**src/rtl/mesi_pkg.sv**
```systemverilog
// mesi_pkg: line-state, bus command and FSM encodings for the MESI requester.
// MESI_EXCLUSIVE_EN selects full MESI; undefined builds an MSI controller.
package mesi_pkg;
  localparam logic [2:0] ST_I = 3'b001;
  localparam logic [2:0] ST_S = 3'b010;
  localparam logic [2:0] ST_E = 3'b011;
  localparam logic [2:0] ST_M = 3'b100;
  typedef enum logic [2:0] {
    CMD_NONE    = 3'b000,
    CMD_RD_MISS = 3'b001,
    CMD_WR_MISS = 3'b010,
    CMD_INV     = 3'b011,
    CMD_WB      = 3'b100
  } bus_cmd_t;
  localparam logic [2:0] FSM_IDLE   = 3'd0;
  localparam logic [2:0] FSM_LOOKUP = 3'd1;
  localparam logic [2:0] FSM_ARB    = 3'd2;
  localparam logic [2:0] FSM_WB     = 3'd3;
  localparam logic [2:0] FSM_ISSUE  = 3'd4;
  localparam logic [2:0] FSM_WAIT   = 3'd5;
  localparam logic [2:0] FSM_FILL   = 3'd6;
  // Without the exclusive state, anything that would become E is demoted to S.
  function automatic logic [2:0] proto_state(input logic [2:0] s);
`ifdef MESI_EXCLUSIVE_EN
    return s;
`else
    return (s == ST_E) ? ST_S : s;
`endif
  endfunction
endpackage

```
**src/rtl/mesi_line_array.sv**
```systemverilog
// mesi_line_array: direct-mapped tag/state storage with a CPU write port and a
// snoop state-write port; the snoop wins a same-line state write conflict.
module mesi_line_array
  import mesi_pkg::*;
#(
  parameter int LINES = 4,
  parameter int AW    = 8,
  localparam int IW   = $clog2(LINES),
  localparam int TW   = AW - IW
) (
  input  logic          CLK,
  input  logic          CLR,
  input  logic [IW-1:0] rd_idx,
  output logic [TW-1:0] rd_tag,
  output logic [2:0]    rd_state,
  input  logic          wr_en,
  input  logic [IW-1:0] wr_idx,
  input  logic [TW-1:0] wr_tag,
  input  logic [2:0]    wr_state,
  input  logic          snp_wr,
  input  logic [IW-1:0] snp_idx,
  input  logic [2:0]    snp_state
);
  logic [TW-1:0] tags   [LINES];
  logic [2:0]    states [LINES];
  assign rd_tag   = tags[rd_idx];
  assign rd_state = states[rd_idx];
  always_ff @(posedge CLK)
    if (!CLR) begin
      for (int i = 0; i < LINES; i++) begin
        tags[i]   <= '0;
        states[i] <= ST_I;
      end
    end else begin
      for (int i = 0; i < LINES; i++) begin
        if (wr_en && wr_idx == IW'(i)) tags[i] <= wr_tag;
        if (snp_wr && snp_idx == IW'(i)) states[i] <= proto_state(snp_state);
        else if (wr_en && wr_idx == IW'(i)) states[i] <= wr_state;
      end
    end
endmodule

```
**src/rtl/mesi_requester.sv**
```systemverilog
// mesi_requester: processor-side MESI controller issuing bus misses, upgrades and
// victim write-backs. Build with MESI_EXCLUSIVE_EN for MESI, otherwise MSI.
module mesi_requester
  import mesi_pkg::*;
#(
  parameter int LINES = 4,
  parameter int AW    = 8,
  localparam int IW   = $clog2(LINES),
  localparam int TW   = AW - IW
) (
  input  logic          CLK,
  input  logic          CLR,
  input  logic          cpu_req,
  input  logic          cpu_we,
  input  logic [AW-1:0] cpu_addr,
  output logic          cpu_done,
  output logic          bus_req,
  input  logic          bus_gnt,
  output logic [2:0]    bus_cmd,
  output logic [AW-1:0] bus_addr,
  input  logic          bus_shared,
  input  logic          bus_done,
  input  logic          snp_wr,
  input  logic [IW-1:0] snp_idx,
  input  logic [2:0]    snp_state,
  output logic [2:0]    line_state
);
  logic [2:0]    fsm;
  bus_cmd_t      pend_cmd, next_cmd;
  logic          wb_sent, shared_q, hit, victim, wr_en;
  logic [TW-1:0] victim_tag, rd_tag, wr_tag, tag;
  logic [IW-1:0] idx;
  logic [2:0]    rd_state, wr_state;
  assign idx        = cpu_addr[IW-1:0];
  assign tag        = cpu_addr[AW-1:IW];
  assign hit        = rd_tag == tag && rd_state != ST_I;
  assign victim     = !hit && rd_state == ST_M;
  assign line_state = rd_state;
  // Re-derived at grant so snoops that land during ARB are honoured.
  assign next_cmd = !cpu_we ? CMD_RD_MISS : hit ? CMD_INV : CMD_WR_MISS;
  assign bus_req  = fsm != FSM_IDLE && fsm != FSM_LOOKUP;
  assign bus_cmd  = fsm == FSM_ISSUE ? pend_cmd : (fsm == FSM_WB && !wb_sent) ? CMD_WB : CMD_NONE;
  assign bus_addr = fsm == FSM_ISSUE ? cpu_addr : (fsm == FSM_WB && !wb_sent) ? {victim_tag, idx} : '0;
  always_comb begin
    wr_en    = 1'b0;
    wr_tag   = tag;
    wr_state = ST_M;
    if (fsm == FSM_LOOKUP && cpu_we && hit && rd_state == ST_E) wr_en = 1'b1;
    else if (fsm == FSM_WB && bus_done) begin
      wr_en    = 1'b1;
      wr_tag   = victim_tag;
      wr_state = ST_I;
    end else if (fsm == FSM_FILL) begin
      wr_en    = 1'b1;
      wr_state = pend_cmd == CMD_RD_MISS ? (shared_q ? ST_S : proto_state(ST_E)) : ST_M;
    end
  end
  always_ff @(posedge CLK)
    if (!CLR) begin
      fsm        <= FSM_IDLE;
      pend_cmd   <= CMD_NONE;
      victim_tag <= '0;
      wb_sent    <= 1'b0;
      shared_q   <= 1'b0;
      cpu_done   <= 1'b0;
    end else begin
      cpu_done <= 1'b0;
      case (fsm)
        FSM_IDLE:   if (cpu_req && !cpu_done) fsm <= FSM_LOOKUP;
        FSM_LOOKUP:
          if (hit && !(cpu_we && rd_state == ST_S)) begin
            cpu_done <= 1'b1;
            fsm      <= FSM_IDLE;
          end else fsm <= FSM_ARB;
        FSM_ARB:
          if (bus_gnt) begin
            pend_cmd   <= next_cmd;
            victim_tag <= rd_tag;
            wb_sent    <= 1'b0;
            fsm        <= victim ? FSM_WB : FSM_ISSUE;
          end
        FSM_WB: begin
          wb_sent <= 1'b1;
          if (bus_done) fsm <= FSM_ISSUE;
        end
        FSM_ISSUE:  fsm <= FSM_WAIT;
        FSM_WAIT:
          if (bus_done) begin
            shared_q <= bus_shared;
            fsm      <= FSM_FILL;
          end
        FSM_FILL: begin
          cpu_done <= 1'b1;
          fsm      <= FSM_IDLE;
        end
        default:    fsm <= FSM_IDLE;
      endcase
    end
  mesi_line_array #(.LINES(LINES), .AW(AW)) u_array (
    .CLK(CLK), .CLR(CLR),
    .rd_idx(idx), .rd_tag(rd_tag), .rd_state(rd_state),
    .wr_en(wr_en), .wr_idx(idx), .wr_tag(wr_tag), .wr_state(wr_state),
    .snp_wr(snp_wr), .snp_idx(snp_idx), .snp_state(snp_state)
  );
endmodule

```
**config.mk**
```make
export PLATFORM = sky130hd
export DESIGN_NAME = mesi_requester
export DESIGN_NICKNAME = d
export VERILOG_FILES = /design/src/rtl/mesi_pkg.sv /design/src/rtl/mesi_line_array.sv /design/src/rtl/mesi_requester.sv
export SDC_FILE = /design/constraint.sdc
export NUM_CORES = 1
export LEC_CHECK = 0
export CORE_UTILIZATION = 55
export DETAILED_ROUTE_END_ITERATION = 6
export PLACE_DENSITY = 0.82
export SKIP_LAST_GASP = 1
export SYNTH_ARGS = -nofsm -noshare
export SYNTH_HDL_FRONTEND = slang
export SYNTH_HIERARCHICAL = 1
export SYNTH_SLANG_ARGS = --single-unit
export TNS_END_PERCENT = 20
```
**constraint.sdc**
```tcl
create_clock -name CLK -period 4.5 [get_ports CLK]
set_clock_uncertainty 0.05 [all_clocks]
set_input_delay 0.9 -clock CLK [delete_from_list [all_inputs] [get_ports CLK]]
set_output_delay 0.9 -clock CLK [all_outputs]
set_load 0.02 [all_outputs]
```
==> flow_metrics.py <==
metrics = {
    "floorplanning": {
        "num_rows": 25,
        "die-area_sq_um": 5200,
        "die_w_microns": 72.1,
        "coreArea_sq_um": 4720,
        "start_util": 0.572,
        "num_io_pins": 37,
        "die_h_microns": 72.1,
    },
    "worst_setup_path": {
        "worstPathRequired_ns": 3.55,
        "cp_max_fo": 11,
        "start_kind": "input pin",
        "cp.arrival_ns": 3.02,
        "crit_type": "in2out",
        "crit_path_end_kind": "primary output",
    },
    "route": {
        "vias": 2039,
        "drt_iter0_drc": 128,
        "ant_nets": 0,
        "routed.top_layer": "met4",
        "wl_mm": 5.62,
        "viasPerCell": 5.65,
        "wl_met2_mm": 2.79,
        "drc_errors": 2,
        "met3_wirelength_microns": 257,
        "wl_per_cell_microns": 15.6,
        "wl_met1_mm": 2.52,
        "drt_first_pass_iters": 6,
    },
    "outcome": {
        "failed_checks": "design-rule violations",
        "outcome": "finished, violations left",
    },
    "timing": {
        "fin_setup_tns_ns": 0,
        "finalCritPeriodShare": 0.881,
        "slew_headroom": 0.403,
        "setup_viol": 0,
        "hold_viol_final": 0,
        "rsz0062_at_grt": "false",
        "tightestPinTransition_ns": 0.892,
        "fmax_mhz": 252,
        "min_period_ns": 3.97,
        "slew_viol_final": 0,
    },
    "global_route": {
        "antenna_found_initial": 0,
        "grt_remaining_overflow": 0,
        "track_usage": 0.240,
        "grt_max_degree": 31,
        "grt_pass1_vias": 1976,
        "grt_pass1_wl_mm": 9.49,
    },
    "clocking": {
        "cts_max_path_buffers": 2,
        "cts_sinks": 49,
        "post_cts_buffers": 0,
        "clk_latency_ns": 0.31,
        "cts-root-buf": "clkbuf_8",
        "cts_tree": "built",
        "clk_pin_slew_worst_paths_ns": 0.09,
        "h-tree-depth": 2,
        "numCtsBuffers": 5,
        "ctsResizeCount": 0,
        "cts_hold_buf": 0,
    },
    "yosys": {
        "ys_seq_elements": 49,
        "ys_types": 43,
        "synth_cells": 253,
        "synth_edf_count": 36,
        "syn_area_sq_um": 2700,
        "synth_fp_nets": 274,
        "synth-async-reset-ratio": 0,
        "yosysWarningCount": 6,
        "ys_seq_area_frac": 0.497,
        "synth-main-ff-cell": "edfxtp_1",
        "syn-mean-instance-area_sq_um": 10.7,
    },
    "pwr": {
        "p_leak_uw": 0.00116,
        "pwr_density_cell_nw_per_um2": 322,
        "power_uw": 1040,
        "ir_drop_v": 0.000177,
    },
    "placed_design": {
        "place_inst": 353,
        "port_buffers": 35,
        "place_congestion": 0.795,
        "dp_hpwl_mm": 4.37,
    },
    "cells_and_area": {
        "fill_cells": 366,
        "drive_above_1_share": 0.105,
        "area_growth_pct": 19.8,
        "antenna_cells": 0,
        "fin_nets": 314,
        "finalNonFillerCells": 361,
    },
    "worst_hold_path": {
        "hold_class": "reg2reg",
    },
    "run": {
        "drv_cap": 0,
    },
}
-- flip-flops by register name (all words and copies together), names as in the netlist --
register        flops
u_array/tags       24
u_array/states     12
victim_tag          6
fsm                 3
pend_cmd            2
cpu_done            1
wb_sent             1
-- metal layers --
layer  vias to the layer above  track usage
li1                        998            -
met1                       964        0.324
met2                        73        0.399
met3                         4       0.0389
met4                         0       0.0741
met5                         -            0
-- per-stage QoR --
| step | hold WS [ns] | cell area [sq um] | setup WS (ns) | utilization |
|---|---|---|---|---|
| 6_report | 0.431 | 3240 | 0.534 | 0.685 |
| 3_3_place_gp | 0.407 | 3140 | 0.357 | 0.665 |
| 2_1_floorplan | 0.389 | 2700 | 0.644 | - |
| 3_5_place_dp | 0.419 | 3140 | 0.240 | 0.665 |
| 5_1_grt | 0.456 | 3240 | 0.421 | 0.685 |
| 4_1_cts | 0.432 | 3240 | 0.513 | 0.685 |
-- Yosys cell counts (all sizes together), types with 2 or more instances --
cell type | count | area share
and2b | 2 | 0.0056
a22o | 6 | 0.019
a21oi | 2 | 0.0037
xor2 | 6 | 0.019
and4b | 3 | 0.011
or3b | 2 | 0.0065
clkbuf | 2 | 0.0028
a31oi | 3 | 0.0069
a21boi | 9 | 0.025
dfxtp | 13 | 0.096
nand2b | 5 | 0.012
edfxtp | 36 | 0.40
o21ai | 15 | 0.028
nor2b | 9 | 0.021
mux4 | 9 | 0.075
o211ai | 2 | 0.0056
o22a | 4 | 0.013
buf | 10 | 0.023
inv | 2 | 0.0028
nand2 | 48 | 0.067
nand3 | 14 | 0.028
nand3b | 4 | 0.011
nor2 | 6 | 0.011
and2 | 28 | 0.065
-- cell type report --
class,count,area (sq um),share of cell area
inverter,3,11.3,0.00348
sequential,49,1340,0.414
clock buffer,5,68.8,0.0213
timing repair buffer,45,425,0.131
tap,67,83.8,0.0259
multi-input combinational,189,1280,0.395
clock inverter,3,26.3,0.00812
-- worst max-delay path, stage by stage --
cell and delay [ns]:
clkdlybuf4s50_1 0.70, buf_4 0.26, mux4_2 0.58, clkdlybuf4s50_1 0.57
-- layout by cell type (no fill, tap or decap), types with 2 or more instances in the layout --
cell	count
a21boi_0	2
a21boi_1	7
a21oi_1	2
a22o_1	6
a31oi_1	3
and2_1	28
and2b_1	2
and4b_1	3
buf_4	10
clkbuf_8	5
clkdlybuf4s50_1	35
clkinvlp_4	2
dfxtp_1	13
edfxtp_1	36
inv_1	2
mux4_2	9
nand2_1	48
nand2b_1	5
nand3_1	13
nand3b_1	4
nor2_1	5
nor2b_1	9
o211ai_1	2
o21ai_0	11
o21ai_1	4
o22a_1	4
or3b_1	2
xor2_1	6
-- power breakdown --
part           switching (uW)  internal (uW)  leakage [uW]
clock                     161            113     0.0000423
sequential               29.5            512      0.000467
combinational             121            105      0.000649
total                     311            730       0.00116
-- kinds of logic (layout without fill, tap and decap cells) --
logic type	after synthesis	count (layout)	synth area share
and+or+nand+nor	129	129	0.264
DFF	49	49	0.497
AOI/OAI and AO/OA	44	44	0.111
buffers and inverters	15	56	0.0296
muxes	10	10	0.0787
xor gates and xnor gates	6	6	0.0195
-- final timing paths --
path,startpoint,endpoint,slack (ns),cells after the start
max reg2reg,u_array/tags[2][3],u_array/states[0][0],1.57,9
max,cpu_addr[0],line_state[0],0.53,4
min reg2reg,victim_tag[2],victim_tag[2],0.43,2
min,victim_tag[2],victim_tag[2],0.43,2
Note: power is estimated with default switching activity, not from simulation.
